**config.mk**
```make
export PLATFORM = sky130hd
export DESIGN_NAME = fetch_scheduler_flat
export DESIGN_NICKNAME = d
export VERILOG_FILES = /design/src/rtl/fetch_scheduler_if.sv /design/src/rtl/fetch_scheduler.sv /design/src/flat_wrapper.sv
export SDC_FILE = /design/constraint.sdc
export NUM_CORES = 1
export LEC_CHECK = 0
export ABC_AREA = 1
export BUFFER_PORTS_ARGS = -buffer_cell sky130_fd_sc_hd__buf_2
export CORE_MARGIN = 2
export CORE_UTILIZATION = 50
export CTS_CLUSTER_DIAMETER = 40
export DETAILED_ROUTE_END_ITERATION = 8
export PLACE_DENSITY = 0.86
export SKIP_LAST_GASP = 1
export SLEW_MARGIN = 20
export SYNTH_ARGS = -nofsm -noshare
export SYNTH_HDL_FRONTEND = slang
export SYNTH_SLANG_ARGS = --single-unit
```
**constraint.sdc**
```tcl
create_clock -name clk -period 11.9 [get_ports clk]
set_clock_uncertainty 0.1 [all_clocks]
set_input_delay 2.38 -clock clk [delete_from_list [all_inputs] [get_ports clk]]
set_output_delay 2.38 -clock clk [all_outputs]
set_load 0.01 [all_outputs]
```
**src/rtl/fetch_scheduler_if.sv**
```systemverilog
// Fetch scheduler bus: warp status, PC redirect, host load, cache port, fetch output.
// master = environment side, slave = scheduler side.
interface fetch_scheduler_if #(
  parameter int NUM_WARPS = 8,
  parameter int ADDR      = 12,
  parameter int DATA      = 32
);
  localparam int WID = $clog2(NUM_WARPS);

  logic [NUM_WARPS-1:0] warp_active;
  logic [NUM_WARPS-1:0] ibuf_ready;
  logic                 pc_set_valid;
  logic [WID-1:0]       pc_set_warp;
  logic [ADDR-1:0]      pc_set_pc;
  logic                 ld_valid;
  logic [ADDR-1:0]      ld_addr;
  logic [DATA-1:0]      ld_data;
  logic [ADDR-1:0]      ic_addr;
  logic                 ic_wr;
  logic [DATA-1:0]      ic_din;
  logic [DATA-1:0]      ic_dout;
  logic                 fetch_valid;
  logic [WID-1:0]       fetch_warp;
  logic [ADDR-1:0]      fetch_pc;
  logic [DATA-1:0]      fetch_instr;

  modport master (
    output warp_active, ibuf_ready,
    output pc_set_valid, pc_set_warp, pc_set_pc,
    output ld_valid, ld_addr, ld_data,
    output ic_dout,
    input  ic_addr, ic_wr, ic_din,
    input  fetch_valid, fetch_warp, fetch_pc, fetch_instr
  );

  modport slave (
    input  warp_active, ibuf_ready,
    input  pc_set_valid, pc_set_warp, pc_set_pc,
    input  ld_valid, ld_addr, ld_data,
    input  ic_dout,
    output ic_addr, ic_wr, ic_din,
    output fetch_valid, fetch_warp, fetch_pc, fetch_instr
  );
endinterface

```
**src/rtl/fetch_scheduler.sv**
```systemverilog
// Round-robin I-cache fetch scheduler: per-warp PCs, 2-cycle read tracking, host-load mux.
// Ports: clk, rst (async high), bus (fetch_scheduler_if.slave).
module fetch_scheduler #(
  parameter int NUM_WARPS = 8,
  parameter int ADDR      = 12,
  parameter int DATA      = 32
) (
  input logic               clk,
  input logic               rst,
  fetch_scheduler_if.slave  bus
);
  localparam int WID = $clog2(NUM_WARPS);

  typedef logic [WID-1:0]  wid_t;
  typedef logic [ADDR-1:0] addr_t;
  typedef struct packed {
    logic  valid;
    wid_t  warp;
    addr_t pc;
  } stage_t;

  logic [NUM_WARPS-1:0][ADDR-1:0] pc_q, pc_d;
  logic [NUM_WARPS-1:0]           inflight_q, inflight_d;
  wid_t                           last_q, last_d;
  stage_t                         s1_q, s1_d;
  stage_t                         s2_q, s2_d;
  addr_t                          hold_q, hold_d;

  logic [NUM_WARPS-1:0] elig;
  logic                 found;
  logic                 issue;
  wid_t                 win;
  wid_t                 idx;
  addr_t                ic_addr_c;

  // Search starts just after the last winner; the final step wraps to last itself.
  always_comb begin
    elig  = '0;
    found = 1'b0;
    win   = '0;
    idx   = '0;
    for (int w = 0; w < NUM_WARPS; w++) begin
      elig[w] = bus.warp_active[w] & bus.ibuf_ready[w] & ~inflight_q[w]
              & ~(bus.pc_set_valid && bus.pc_set_warp == wid_t'(w));
    end
    for (int i = 1; i <= NUM_WARPS; i++) begin
      idx = last_q + wid_t'(i);
      if (!found && elig[idx]) begin
        found = 1'b1;
        win   = idx;
      end
    end
    issue = found & ~bus.ld_valid;
  end

  always_comb begin
    ic_addr_c = hold_q;
    if (bus.ld_valid) begin
      ic_addr_c = bus.ld_addr;
    end else if (issue) begin
      ic_addr_c = pc_q[win];
    end
  end

  assign bus.ic_addr     = ic_addr_c;
  assign bus.ic_wr       = bus.ld_valid;
  assign bus.ic_din      = bus.ld_data;
  assign bus.fetch_valid = s2_q.valid;
  assign bus.fetch_warp  = s2_q.warp;
  assign bus.fetch_pc    = s2_q.pc;
  assign bus.fetch_instr = bus.ic_dout;

  // pc_set is applied last so it overrides issue and retire for its warp.
  always_comb begin
    pc_d       = pc_q;
    inflight_d = inflight_q;
    last_d     = last_q;
    s1_d       = '0;
    s2_d       = s1_q;
    hold_d     = ic_addr_c;
    if (s2_q.valid) begin
      inflight_d[s2_q.warp] = 1'b0;
    end
    if (issue) begin
      last_d         = win;
      pc_d[win]      = pc_q[win] + 1'b1;
      inflight_d[win] = 1'b1;
      s1_d.valid     = 1'b1;
      s1_d.warp      = win;
      s1_d.pc        = pc_q[win];
    end
    if (bus.pc_set_valid) begin
      pc_d[bus.pc_set_warp]       = bus.pc_set_pc;
      inflight_d[bus.pc_set_warp] = 1'b0;
      if (s1_q.warp == bus.pc_set_warp) begin
        s2_d.valid = 1'b0;
      end
    end
  end

  always_ff @(posedge clk or posedge rst) begin
    if (rst) begin
      pc_q       <= '0;
      inflight_q <= '0;
      last_q     <= wid_t'(NUM_WARPS - 1);
      s1_q       <= '0;
      s2_q       <= '0;
      hold_q     <= '0;
    end else begin
      pc_q       <= pc_d;
      inflight_q <= inflight_d;
      last_q     <= last_d;
      s1_q       <= s1_d;
      s2_q       <= s2_d;
      hold_q     <= hold_d;
    end
  end
endmodule

```
**src/flat_wrapper.sv**
```systemverilog
// flat-port wrapper written by rule: the top's interface ports become plain ports
module fetch_scheduler_flat 
#(
  parameter int NUM_WARPS = 8,
  parameter int ADDR      = 12,
  parameter int DATA      = 32
)
  (clk, rst, bus_warp_active, bus_ibuf_ready, bus_pc_set_valid, bus_pc_set_warp, bus_pc_set_pc, bus_ld_valid, bus_ld_addr, bus_ld_data, bus_ic_dout, bus_ic_addr, bus_ic_wr, bus_ic_din, bus_fetch_valid, bus_fetch_warp, bus_fetch_pc, bus_fetch_instr);
  fetch_scheduler_if #(.NUM_WARPS(NUM_WARPS), .ADDR(ADDR), .DATA(DATA)) bus_i ();
  input logic clk;
  input logic rst;
  input wire logic [$bits(bus_i.warp_active)-1:0] bus_warp_active;
  input wire logic [$bits(bus_i.ibuf_ready)-1:0] bus_ibuf_ready;
  input wire logic [$bits(bus_i.pc_set_valid)-1:0] bus_pc_set_valid;
  input wire logic [$bits(bus_i.pc_set_warp)-1:0] bus_pc_set_warp;
  input wire logic [$bits(bus_i.pc_set_pc)-1:0] bus_pc_set_pc;
  input wire logic [$bits(bus_i.ld_valid)-1:0] bus_ld_valid;
  input wire logic [$bits(bus_i.ld_addr)-1:0] bus_ld_addr;
  input wire logic [$bits(bus_i.ld_data)-1:0] bus_ld_data;
  input wire logic [$bits(bus_i.ic_dout)-1:0] bus_ic_dout;
  output wire logic [$bits(bus_i.ic_addr)-1:0] bus_ic_addr;
  output wire logic [$bits(bus_i.ic_wr)-1:0] bus_ic_wr;
  output wire logic [$bits(bus_i.ic_din)-1:0] bus_ic_din;
  output wire logic [$bits(bus_i.fetch_valid)-1:0] bus_fetch_valid;
  output wire logic [$bits(bus_i.fetch_warp)-1:0] bus_fetch_warp;
  output wire logic [$bits(bus_i.fetch_pc)-1:0] bus_fetch_pc;
  output wire logic [$bits(bus_i.fetch_instr)-1:0] bus_fetch_instr;
  assign bus_i.warp_active = bus_warp_active;
  assign bus_i.ibuf_ready = bus_ibuf_ready;
  assign bus_i.pc_set_valid = bus_pc_set_valid;
  assign bus_i.pc_set_warp = bus_pc_set_warp;
  assign bus_i.pc_set_pc = bus_pc_set_pc;
  assign bus_i.ld_valid = bus_ld_valid;
  assign bus_i.ld_addr = bus_ld_addr;
  assign bus_i.ld_data = bus_ld_data;
  assign bus_i.ic_dout = bus_ic_dout;
  assign bus_ic_addr = bus_i.ic_addr;
  assign bus_ic_wr = bus_i.ic_wr;
  assign bus_ic_din = bus_i.ic_din;
  assign bus_fetch_valid = bus_i.fetch_valid;
  assign bus_fetch_warp = bus_i.fetch_warp;
  assign bus_fetch_pc = bus_i.fetch_pc;
  assign bus_fetch_instr = bus_i.fetch_instr;
  fetch_scheduler #(.NUM_WARPS(NUM_WARPS), .ADDR(ADDR), .DATA(DATA)) u_core (.clk(clk), .rst(rst), .bus(bus_i));
endmodule
```
==> results of run 1 <==
[layer usage]
layer / GRT usage / part of all wire / wire length [µm]
met4: 0.1384 / 0.044 / 1237
met2: 0.4185 / 0.43 / 12090
met5: 0 / 0.00096 / 27
met3: 0.09119 / 0.13 / 3775
met1: 0.3894 / 0.39 / 10920
[worst paths after layout]
kind / slack (ns) / to / start / cells after the start
setup / recovery: 2.20 / bus_ic_addr[10] / bus_pc_set_warp[2] / 24
setup reg to reg: 5.52 / u_core.pc_q[32]$_DFF_PP0_ / u_core.last_q[1]$_DFFE_PP1P_ / 24
max in group asynchronous: 8.35 / u_core.pc_q[49]$_DFF_PP0_ / rst / 3
hold / removal: 0.25 / u_core.bus.fetch_pc[10]$_DFF_PP0_ / u_core.s1_q[10]$_DFF_PP0_ / 0
hold reg to reg: 0.25 / u_core.bus.fetch_pc[10]$_DFF_PP0_ / u_core.s1_q[10]$_DFF_PP0_ / 0
min in group asynchronous: 2.00 / u_core.pc_q[74]$_DFF_PP0_ / rst / 2
[layout by cell type, fill, tap and decap left out, types with 9 or more instances in the layout]
master / count
o21ai_0: 33
nand2_1: 296
a22oi_1: 32
dfrtp_1: 148
nand3b_1: 25
clkbuf_16: 17
inv_1: 112
buf_4: 14
a21oi_1: 172
nor2_1: 121
nand3_1: 92
nand2_2: 13
nor2_2: 10
o21ai_1: 9
buf_2: 75
[registers in the layout (all words and copies together), names as in the netlist]
| register | cells |
|---|---|
| u_core.bus.fetch_warp | 3 |
| u_core.bus.fetch_valid | 1 |
| u_core.hold_q | 12 |
| u_core.inflight_q | 8 |
| u_core.s1_q | 16 |
| u_core.bus.fetch_pc | 12 |
| u_core.pc_q | 96 |
| u_core.last_q | 3 |
[worst reg2reg max path, delay by kind of cell (launching register included)]
kind / cells / cell delay, ns
and+or+nand+nor: 18 / 3.61
buffers and inverters: 3 / 1.01
adders and majority gates: 2 / 0.79
DFF: 1 / 0.66
AOI/OAI and AO/OA: 1 / 0.09
[final cells by class]
| type | count | area, µm² |
|---|---|---|
| sequential | 151 | 3782 |
| fill | 1673 | 8215 |
| clock buffer | 17 | 425.4 |
| tap | 229 | 286.5 |
| clock inverter | 15 | 192.7 |
| multi-input combinational | 849 | 4168 |
| timing repair buffer | 89 | 480.5 |
| inverter | 125 | 474.2 |
[per-stage QoR]
stage | instance area [µm²] | util | worst slack [ns]
floorplan | 9220 | - | 4.362
global placement | 9191 | 0.5099 | 2.476
detailed placement | 9191 | 0.5099 | 2.295
CTS | 9809 | 0.5442 | 2.303
global route | 9809 | 0.5442 | 1.760
finish | 9809 | 0.5442 | 2.197
[kinds of logic (layout without fill, tap and decap cells)]
| logic type | count (synthesis) | count (layout) | share of synthesized area |
|---|---|---|---|
| DFF | 151 | 151 | 0.4102 |
| adders and majority gates | 3 | 3 | 0.004072 |
| xor gates and xnor gates | 9 | 9 | 0.01262 |
| buffers and inverters | 250 | 246 | 0.1377 |
| AOI/OAI and AO/OA | 257 | 257 | 0.1506 |
| and+or+nand+nor | 580 | 580 | 0.2847 |
==> impl_metrics.py, run 1 <==
metrics = {
    "logic_synthesis": {
        "synth_common_cells": "nand2_1, a21oi_1, dfrtp_1",
        "synth_edf_count": 0,
        "synth_most_common_cell": "nand2_1",
        "synth.area.top_cells": "dfrtp_1, nand2_1, a21oi_1",
        "yosysTopAreaCellShare": 0.4017,
        "synth-main-ff-cell": "dfrtp_1",
        "synth_area_per_cell_um2": 7.376,
        "yosysSeqAreaShare": 0.4102,
        "yosys.area.top_type": "dfrtp_1",
        "synth.distinct_cells": 37,
        "synthArstFlopShare": 1.000,
        "synth_nets": 1364,
        "syn-instance-count": 1250,
        "synth_area_mm2": 0.009220,
        "synth_warnings": 0,
        "ys_ff_latch": 151,
    },
    "layout": {
        "final_cell_count_no_fill": 1475,
        "synthToLayoutAreaGrowth_pct": 6.392,
        "diodes": 0,
        "fin_nets": 1347,
        "drive_above_1_share": 0.1413,
    },
    "timing": {
        "slew_viol_final": 0,
        "fin_tns_setup_ns": 0,
        "min_period_ns": 9.703,
        "finalHoldViolations": 0,
        "relSlewSlack": 0.4396,
        "rsz0062_at_grt": "false",
        "max_clock_freq_mhz": 103.1,
        "period_share": 0.8154,
        "setup_viol": 0,
        "tightest_slew_ns": 0.8386,
        "whs_ns": 0.2469,
    },
    "clock_network": {
        "clockBufferDepth": 2,
        "cts_hold_buf": 0,
        "cts_tree": "yes",
        "clk_latency_ns": 0.45,
        "path_clk_slew_ns": 0.06,
        "cts_buffers": 17,
        "post_cts_resized": 0,
        "cts-root-buf": "clkbuf_16",
        "cts.sinks": 151,
        "post_cts_buffers": 0,
        "h-tree-depth": 4,
    },
    "detailed_routing": {
        "final_antenna_net_count": 0,
        "wl_per_cell_um": 19.01,
        "firstDrtPassIters": 5,
        "drc": 0,
        "dr_total_vias": 8686,
        "routed_wl_mm": 28.04,
        "drtIter0Drc": 1211,
        "via_per_inst": 5.889,
    },
    "grt": {
        "antenna_found_initial": 2,
        "grt_max_degree": 86,
        "grt_pass1_vias": 8184,
        "track_usage": 0.2875,
        "grt_pass1_wl_mm": 43.61,
        "gr-total-overflow": 0,
    },
    "critical_path": {
        "critPathBufInv": 5,
        "crit_chain": "buf_2 -> inv_1 -> nor2_1 -> nand2_1 -> nand3_1 -> nand3_1 -> nand2_1 -> nand2_1 -> nand2_4 -> nand3_2 -> nor2_2 -> nand4_1 -> nand4_2 -> nand2_2 -> buf_4 -> o21ai_0 -> nand2_1 -> nand2_1 -> nor2_1 -> inv_1 -> nor2_1 -> a21oi_1 -> o21ai_0 -> buf_2",
        "crit_path_frequent_cell": "nand2_1",
        "cp-start-kind": "input pin",
        "crit_slowest_cell": "nand2_2",
        "cp_slowest_stage_delay_ns": 0.77,
        "path_delay_family": "simple AND/OR/NAND/NOR gates",
        "path_max_fanout": 38,
        "cp.arrival_ns": 7.22,
        "required_ns": 9.42,
        "critical_path_class": "in -> out",
        "cp-end-kind": "primary output",
    },
    "floorplanning": {
        "start_util": 0.5115,
        "die_area_mm2": 0.01954,
        "core_region_area_mm2": 0.01802,
        "ios": 204,
        "row_count": 49,
        "die_x_um": 139.8,
        "die_y_um": 139.8,
    },
    "flow_run": {
        "maxCapViolations": 0,
    },
    "place": {
        "routabilityCongestion": 0.9753,
        "port_buffers": 75,
        "placedCellCount": 1443,
        "dp_hpwl_mm": 18.26,
    },
    "status": {
        "status": "complete, no violations",
    },
    "worst_hold_path": {
        "hold_path_class": "reg -> reg",
    },
}
Power of run 1 is not shown: default switching activity piles up to over one toggle a cycle in this logic, so the estimate is an artifact.
==> inputs of run 2 (changes only) <==
==> constraint.sdc (replaced) <==
create_clock -name clk -period 9.96 [get_ports clk]
set_clock_uncertainty 0.1 [all_clocks]
set_input_delay 1.992 -clock clk [delete_from_list [all_inputs] [get_ports clk]]
set_output_delay 1.992 -clock clk [all_outputs]
set_load 0.01 [all_outputs]
==> run 2 against run 1 <==
Against the previous run:
- final cell count grew 0.27%
- clock-buffer cell count up 4
- wire length up 2.3%
- via count rose by 1.7%
- critical path depth rose by 1
- sequential share of layout area down 0.39 points
- global-route usage up 0.47 points
- utilization rose by 0.56 points
- die area is the same
==> impl_metrics.py, run 2 (synthesized netlist as in run 1, its figures left out) <==
metrics = {
    "timing": {
        "min_period_ns": 8.740,
        "slew_viol_final": 0,
        "tightest_slew_ns": 1.091,
        "max_clock_freq_mhz": 114.4,
        "finalHoldViolations": 0,
        "fin_ws_ns": 1.220,
        "fin_tns_setup_ns": 0,
        "relSlewSlack": 0.2699,
        "setup_viol": 0,
        "period_share": 0.8775,
        "rsz0062_at_grt": "false",
    },
    "floorplanning": {
        "die_x_um": 139.8,
        "core_region_area_mm2": 0.01802,
        "ios": 204,
        "die_area_mm2": 0.01954,
        "start_util": 0.5115,
        "row_count": 49,
        "die_y_um": 139.8,
    },
    "detailed_routing": {
        "drtIter0Drc": 1249,
        "final_antenna_net_count": 0,
        "drc": 0,
        "firstDrtPassIters": 8,
        "routed_wl_mm": 28.70,
        "dr_total_vias": 8836,
        "wl_per_cell_um": 19.40,
        "via_per_inst": 5.974,
    },
    "clock_network": {
        "clockBufferDepth": 2,
        "cts-root-buf": "clkbuf_16",
        "post_cts_resized": 0,
        "path_clk_slew_ns": 0.06,
        "clk_latency_ns": 0.44,
        "cts_tree": "yes",
        "cts.sinks": 151,
        "cts_hold_buf": 0,
        "post_cts_buffers": 0,
        "cts_buffers": 17,
        "h-tree-depth": 4,
    },
    "worst_hold_path": {
        "hold_path_class": "reg -> reg",
        "hold_path_end": "u_core.bus.fetch_pc[10]$_DFF_PP0_",
        "min-delay-start": "u_core.s1_q[10]$_DFF_PP0_",
        "min_path_cells": 0,
    },
    "grt": {
        "grtUsageMet2": 0.4372,
        "use_met1": 0.3797,
        "grt_use_met3": 0.08224,
        "grt_pass1_vias": 8373,
        "track_usage": 0.2922,
        "gr-total-overflow": 0,
        "busiest_layer": "met2",
        "grt_pass1_wl_mm": 44.42,
        "grt_max_degree": 81,
        "antenna_found_initial": 1,
    },
    "place": {
        "dp_hpwl_mm": 18.29,
        "place_area_mm2": 0.009221,
        "port_buffers": 75,
        "routabilityCongestion": 0.9599,
        "pre_cts_ws_ns": 1.399,
        "placedCellCount": 1447,
    },
    "critical_path": {
        "reg2reg_slack_ns": 3.80,
        "cp.arrival_ns": 6.65,
        "cp-end-kind": "primary output",
        "rr_startpoint": "u_core.last_q[1]$_DFFE_PP1P_",
        "critical_path_class": "in -> out",
        "path_max_fanout": 57,
        "cp-start-kind": "input pin",
        "reg2reg_depth": 24,
        "required_ns": 7.87,
        "reg2reg_to": "u_core.pc_q[44]$_DFF_PP0_",
    },
    "layout": {
        "fin_nets": 1351,
        "layout_common_cells": "nand2_1, a21oi_1, dfrtp_1",
        "largest_registers": "u_core.pc_q x96, u_core.s1_q x16",
        "diodes": 0,
        "largest_register_ffs": 96,
        "synthToLayoutAreaGrowth_pct": 7.491,
        "regMostFlops": "u_core.pc_q",
        "fill_cells": 1687,
        "drive_above_1_share": 0.1432,
        "stdcell_area_mm2": 0.009911,
        "final_cell_count_no_fill": 1479,
        "layout_commonest_cell": "nand2_1",
    },
    "flow_run": {
        "maxCapViolations": 0,
    },
    "status": {
        "status": "complete, no violations",
    },
}
[run 2: cell count changes in the layout (fill, tap and decap cells not counted), sizes merged]
cell and delta:
inv -6, buf +4, clkbuf +4, clkinv -4, bufinv +3, clkinvlp +3
[run 2: worst max-delay path by stage]
stage	depth (start not counted)	start	endpoint
3_5_place_dp	25	bus_pc_set_warp[0]	bus_ic_addr[8]
3_3_place_gp	25	bus_pc_set_warp[0]	bus_ic_addr[8]
2_1_floorplan	26	bus_pc_set_valid	bus_ic_addr[9]
4_1_cts	25	bus_pc_set_warp[0]	bus_ic_addr[8]
6_report	25	bus_pc_set_warp[0]	bus_ic_addr[8]
5_1_grt	26	bus_pc_set_valid	bus_ic_addr[8]
[run 2: per-layer routing]
layer,part of all wire,vias to the layer above
li1,-,3946
met1,0.37,4083
met2,0.43,648
met3,0.13,157
met4,0.060,2
met5,0.00024,-
[run 2: cell type report]
class                   count  area, µm²  share of cell area
multi-input cells         849       4168              0.4205
inverters                 125      474.2             0.04785
well taps                 229      286.5             0.02891
flip-flops and latches    151       3782              0.3816
repair buffers             93      510.5             0.05151
clock inverters            11      219.0             0.02209
clock buffers              21      470.5             0.04747
[run 2: worst max-delay path, stage by stage]
cell,delay (ns)
buf_2,0.12
nor2_2,0.19
nand2_1,0.41
nand3_1,0.22
nand3_1,0.11
nand3_1,0.14
nand2_1,0.14
nor2_4,0.17
nand3_1,0.11
nor2_1,0.15
inv_1,0.07
nand4_2,0.09
buf_4,0.33
nand2_2,0.69
buf_4,0.43
nand2_1,0.06
nand2_1,0.05
nand2_1,0.07
nand2_1,0.07
nor2_1,0.23
inv_1,0.10
nor2_1,0.15
a21oi_1,0.08
o21ai_0,0.25
buf_2,0.18
[run 2: stage by stage]
step                      hold WS [ns]  utilization
after global routing            0.2532       0.5498
after global placement          0.2312       0.5116
after floorplan                 0.2312            -
after detailed placement        0.2347       0.5116
after CTS                       0.2482       0.5498
final                           0.2469       0.5498
Power of run 2 is left out for the same reason.
==> inputs of run 3 (changes only) <==
--- a/config.mk
+++ b/config.mk
@@ -7,11 +7,13 @@
 export LEC_CHECK = 0
 export ABC_AREA = 1
 export BUFFER_PORTS_ARGS = -buffer_cell sky130_fd_sc_hd__buf_2
+export CELL_PAD_IN_SITES_DETAIL_PLACEMENT = 0
+export CELL_PAD_IN_SITES_GLOBAL_PLACEMENT = 1
 export CORE_MARGIN = 2
-export CORE_UTILIZATION = 50
-export CTS_CLUSTER_DIAMETER = 40
+export CORE_UTILIZATION = 40
+export CTS_CLUSTER_DIAMETER = 120
 export DETAILED_ROUTE_END_ITERATION = 8
-export PLACE_DENSITY = 0.86
+export PLACE_DENSITY = 0.94
 export SKIP_LAST_GASP = 1
 export SLEW_MARGIN = 20
 export SYNTH_ARGS = -nofsm -noshare
==> constraint.sdc (replaced) <==
create_clock -name clk -period 9.96 [get_ports clk]
set_clock_uncertainty 0.1 [all_clocks]
set_input_delay 0.498 -clock clk [delete_from_list [all_inputs] [get_ports clk]]
set_output_delay 0.498 -clock clk [all_outputs]
set_load 0.01 [all_outputs]
==> run 3 against run 2 <==
Against the previous run:
- worst setup slack better by 2.1 ns
- clock-buffer cell count down 4
- non-clock buffer count down 8
- first-iteration DRC count down 21%
- wire length down 0.60%
- via count down 4.5%
- critical path depth down 5
- hold slack worse by 0.16 ns
- fmax up 32%
- highest routed layer is now met4
==> impl_metrics.py, run 3 (synthesized netlist as in run 1, its figures left out) <==
metrics = {
    "detailed_routing": {
        "drc": 0,
        "dr_total_vias": 8442,
        "drtIter0Drc": 990,
        "final_antenna_net_count": 0,
        "via_per_inst": 5.528,
        "firstDrtPassIters": 6,
        "routed_wl_mm": 28.52,
        "wl_per_cell_um": 18.68,
    },
    "layout": {
        "fin_nets": 1343,
        "regMostFlops": "u_core.pc_q",
        "drive_above_1_share": 0.1393,
        "layout_common_cells": "nand2_1, a21oi_1, dfrtp_1",
        "largest_register_ffs": 96,
        "diodes": 0,
        "layout_commonest_cell": "nand2_1",
        "synthToLayoutAreaGrowth_pct": 6.215,
        "largest_registers": "u_core.pc_q x96, u_core.s1_q x16",
        "fill_cells": 2270,
    },
    "floorplanning": {
        "die_x_um": 155.8,
        "die_area_mm2": 0.02428,
        "start_util": 0.4072,
        "row_count": 55,
        "core_region_area_mm2": 0.02264,
        "die_y_um": 155.8,
        "ios": 204,
    },
    "clock_network": {
        "cts.sinks": 151,
        "post_cts_buffers": 0,
        "cts_hold_buf": 0,
        "clk_latency_ns": 0.44,
        "h-tree-depth": 4,
        "cts-root-buf": "clkbuf_16",
        "post_cts_resized": 0,
        "clockBufferDepth": 2,
        "cts_buffers": 17,
        "path_clk_slew_ns": 0.07,
        "cts_tree": "yes",
    },
    "grt": {
        "grt_pass1_wl_mm": 44.26,
        "track_usage": 0.2376,
        "antenna_found_initial": 0,
        "gr-total-overflow": 0,
        "grt_pass1_vias": 7834,
        "grt_max_degree": 80,
    },
    "place": {
        "pre_cts_ws_ns": 3.503,
        "port_buffers": 75,
        "routabilityCongestion": 0.9304,
        "dp_hpwl_mm": 19.61,
    },
    "timing": {
        "fin_tns_setup_ns": 0,
        "tightest_slew_ns": 1.056,
        "setup_viol": 0,
        "fin_ws_ns": 3.342,
        "slew_viol_final": 0,
        "min_period_ns": 6.618,
        "period_share": 0.6645,
        "relSlewSlack": 0.2937,
        "rsz0062_at_grt": "false",
        "finalHoldViolations": 0,
        "max_clock_freq_mhz": 151.1,
    },
    "critical_path": {
        "critical_path_class": "reg -> reg",
        "path_max_fanout": 40,
        "cp-end-kind": "flip-flop",
        "cp-start-kind": "flip-flop",
        "cp.arrival_ns": 6.90,
        "required_ns": 10.24,
    },
    "flow_run": {
        "maxCapViolations": 0,
    },
    "worst_hold_path": {
        "hold_path_class": "in -> async",
    },
    "status": {
        "status": "complete, no violations",
    },
}
## run 3: final timing paths
path                                              start                          endpoint  slack (ns)  cells past startpoint
min                                                 rst    u_core.inflight_q[3]$_DFF_PP0_        0.09                      2
max reg2reg                u_core.last_q[1]$_DFFE_PP1P_          u_core.pc_q[1]$_DFF_PP0_        3.34                     20
min in group clk                        bus_ld_addr[10]       u_core.hold_q[10]$_DFF_PP0_        0.21                      3
max                        u_core.last_q[1]$_DFFE_PP1P_          u_core.pc_q[1]$_DFF_PP0_        3.34                     20
min reg2reg                    u_core.s1_q[5]$_DFF_PP0_  u_core.bus.fetch_pc[5]$_DFF_PP0_        0.25                      0
max in group asynchronous                           rst         u_core.pc_q[84]$_DFF_PP0_        8.27                      3
## run 3: final cells by class
| cell class | count | area, µm² | area share |
|---|---|---|---|
| Multi-Input combinational cell | 849 | 4170 | 0.4258 |
| Sequential cell | 151 | 3782 | 0.3862 |
| Inverter | 125 | 474.2 | 0.04842 |
| Timing Repair Buffer | 85 | 450.4 | 0.04599 |
| Clock buffer | 17 | 425.4 | 0.04344 |
| Tap cell | 285 | 356.6 | 0.03641 |
| Clock inverter | 15 | 133.9 | 0.01367 |
## run 3: routing by layer
| layer | routed length (µm) | global-route usage | vias to the layer above |
|---|---|---|---|
| li1 | - | - | 3932 |
| met1 | 12410 | 0.3299 | 3958 |
| met2 | 12530 | 0.3685 | 477 |
| met3 | 2801 | 0.05278 | 75 |
| met4 | 776 | 0.07864 | 0 |
| met5 | 0 | 0 | - |
## run 3: per-stage QoR
step,utilization,hold slack [ns],instances,area [µm²]
6_report,0.4326,0.08692,1527,9793
5_1_grt,0.4326,0.1495,1527,9793
4_1_cts,0.4324,0.1253,1527,9791
3_5_place_dp,0.4077,0.2347,1495,9231
3_3_place_gp,0.4077,0.2324,1495,9231
2_1_floorplan,-,0.2312,1250,9220
## run 3: worst max-delay path: stages (launching register included)
cell and delay [ns]:
dfstp_2 0.65, clkinv_1 0.29, ha_1 0.47, inv_1 0.22, nand3_2 0.11, nand2_1 0.14
nand2_1 0.06, nand2_1 0.14, nand2_1 0.09, nand2_1 0.12, nand4_2 0.65, nand2_2 0.72
buf_4 0.46, inv_2 0.14, nor2_1 0.12, inv_1 0.12, nor2_1 0.81, inv_1 0.58
o21ai_0 0.33, o22ai_1 0.10, inv_1 0.08
Power of run 3 is left out for the same reason.
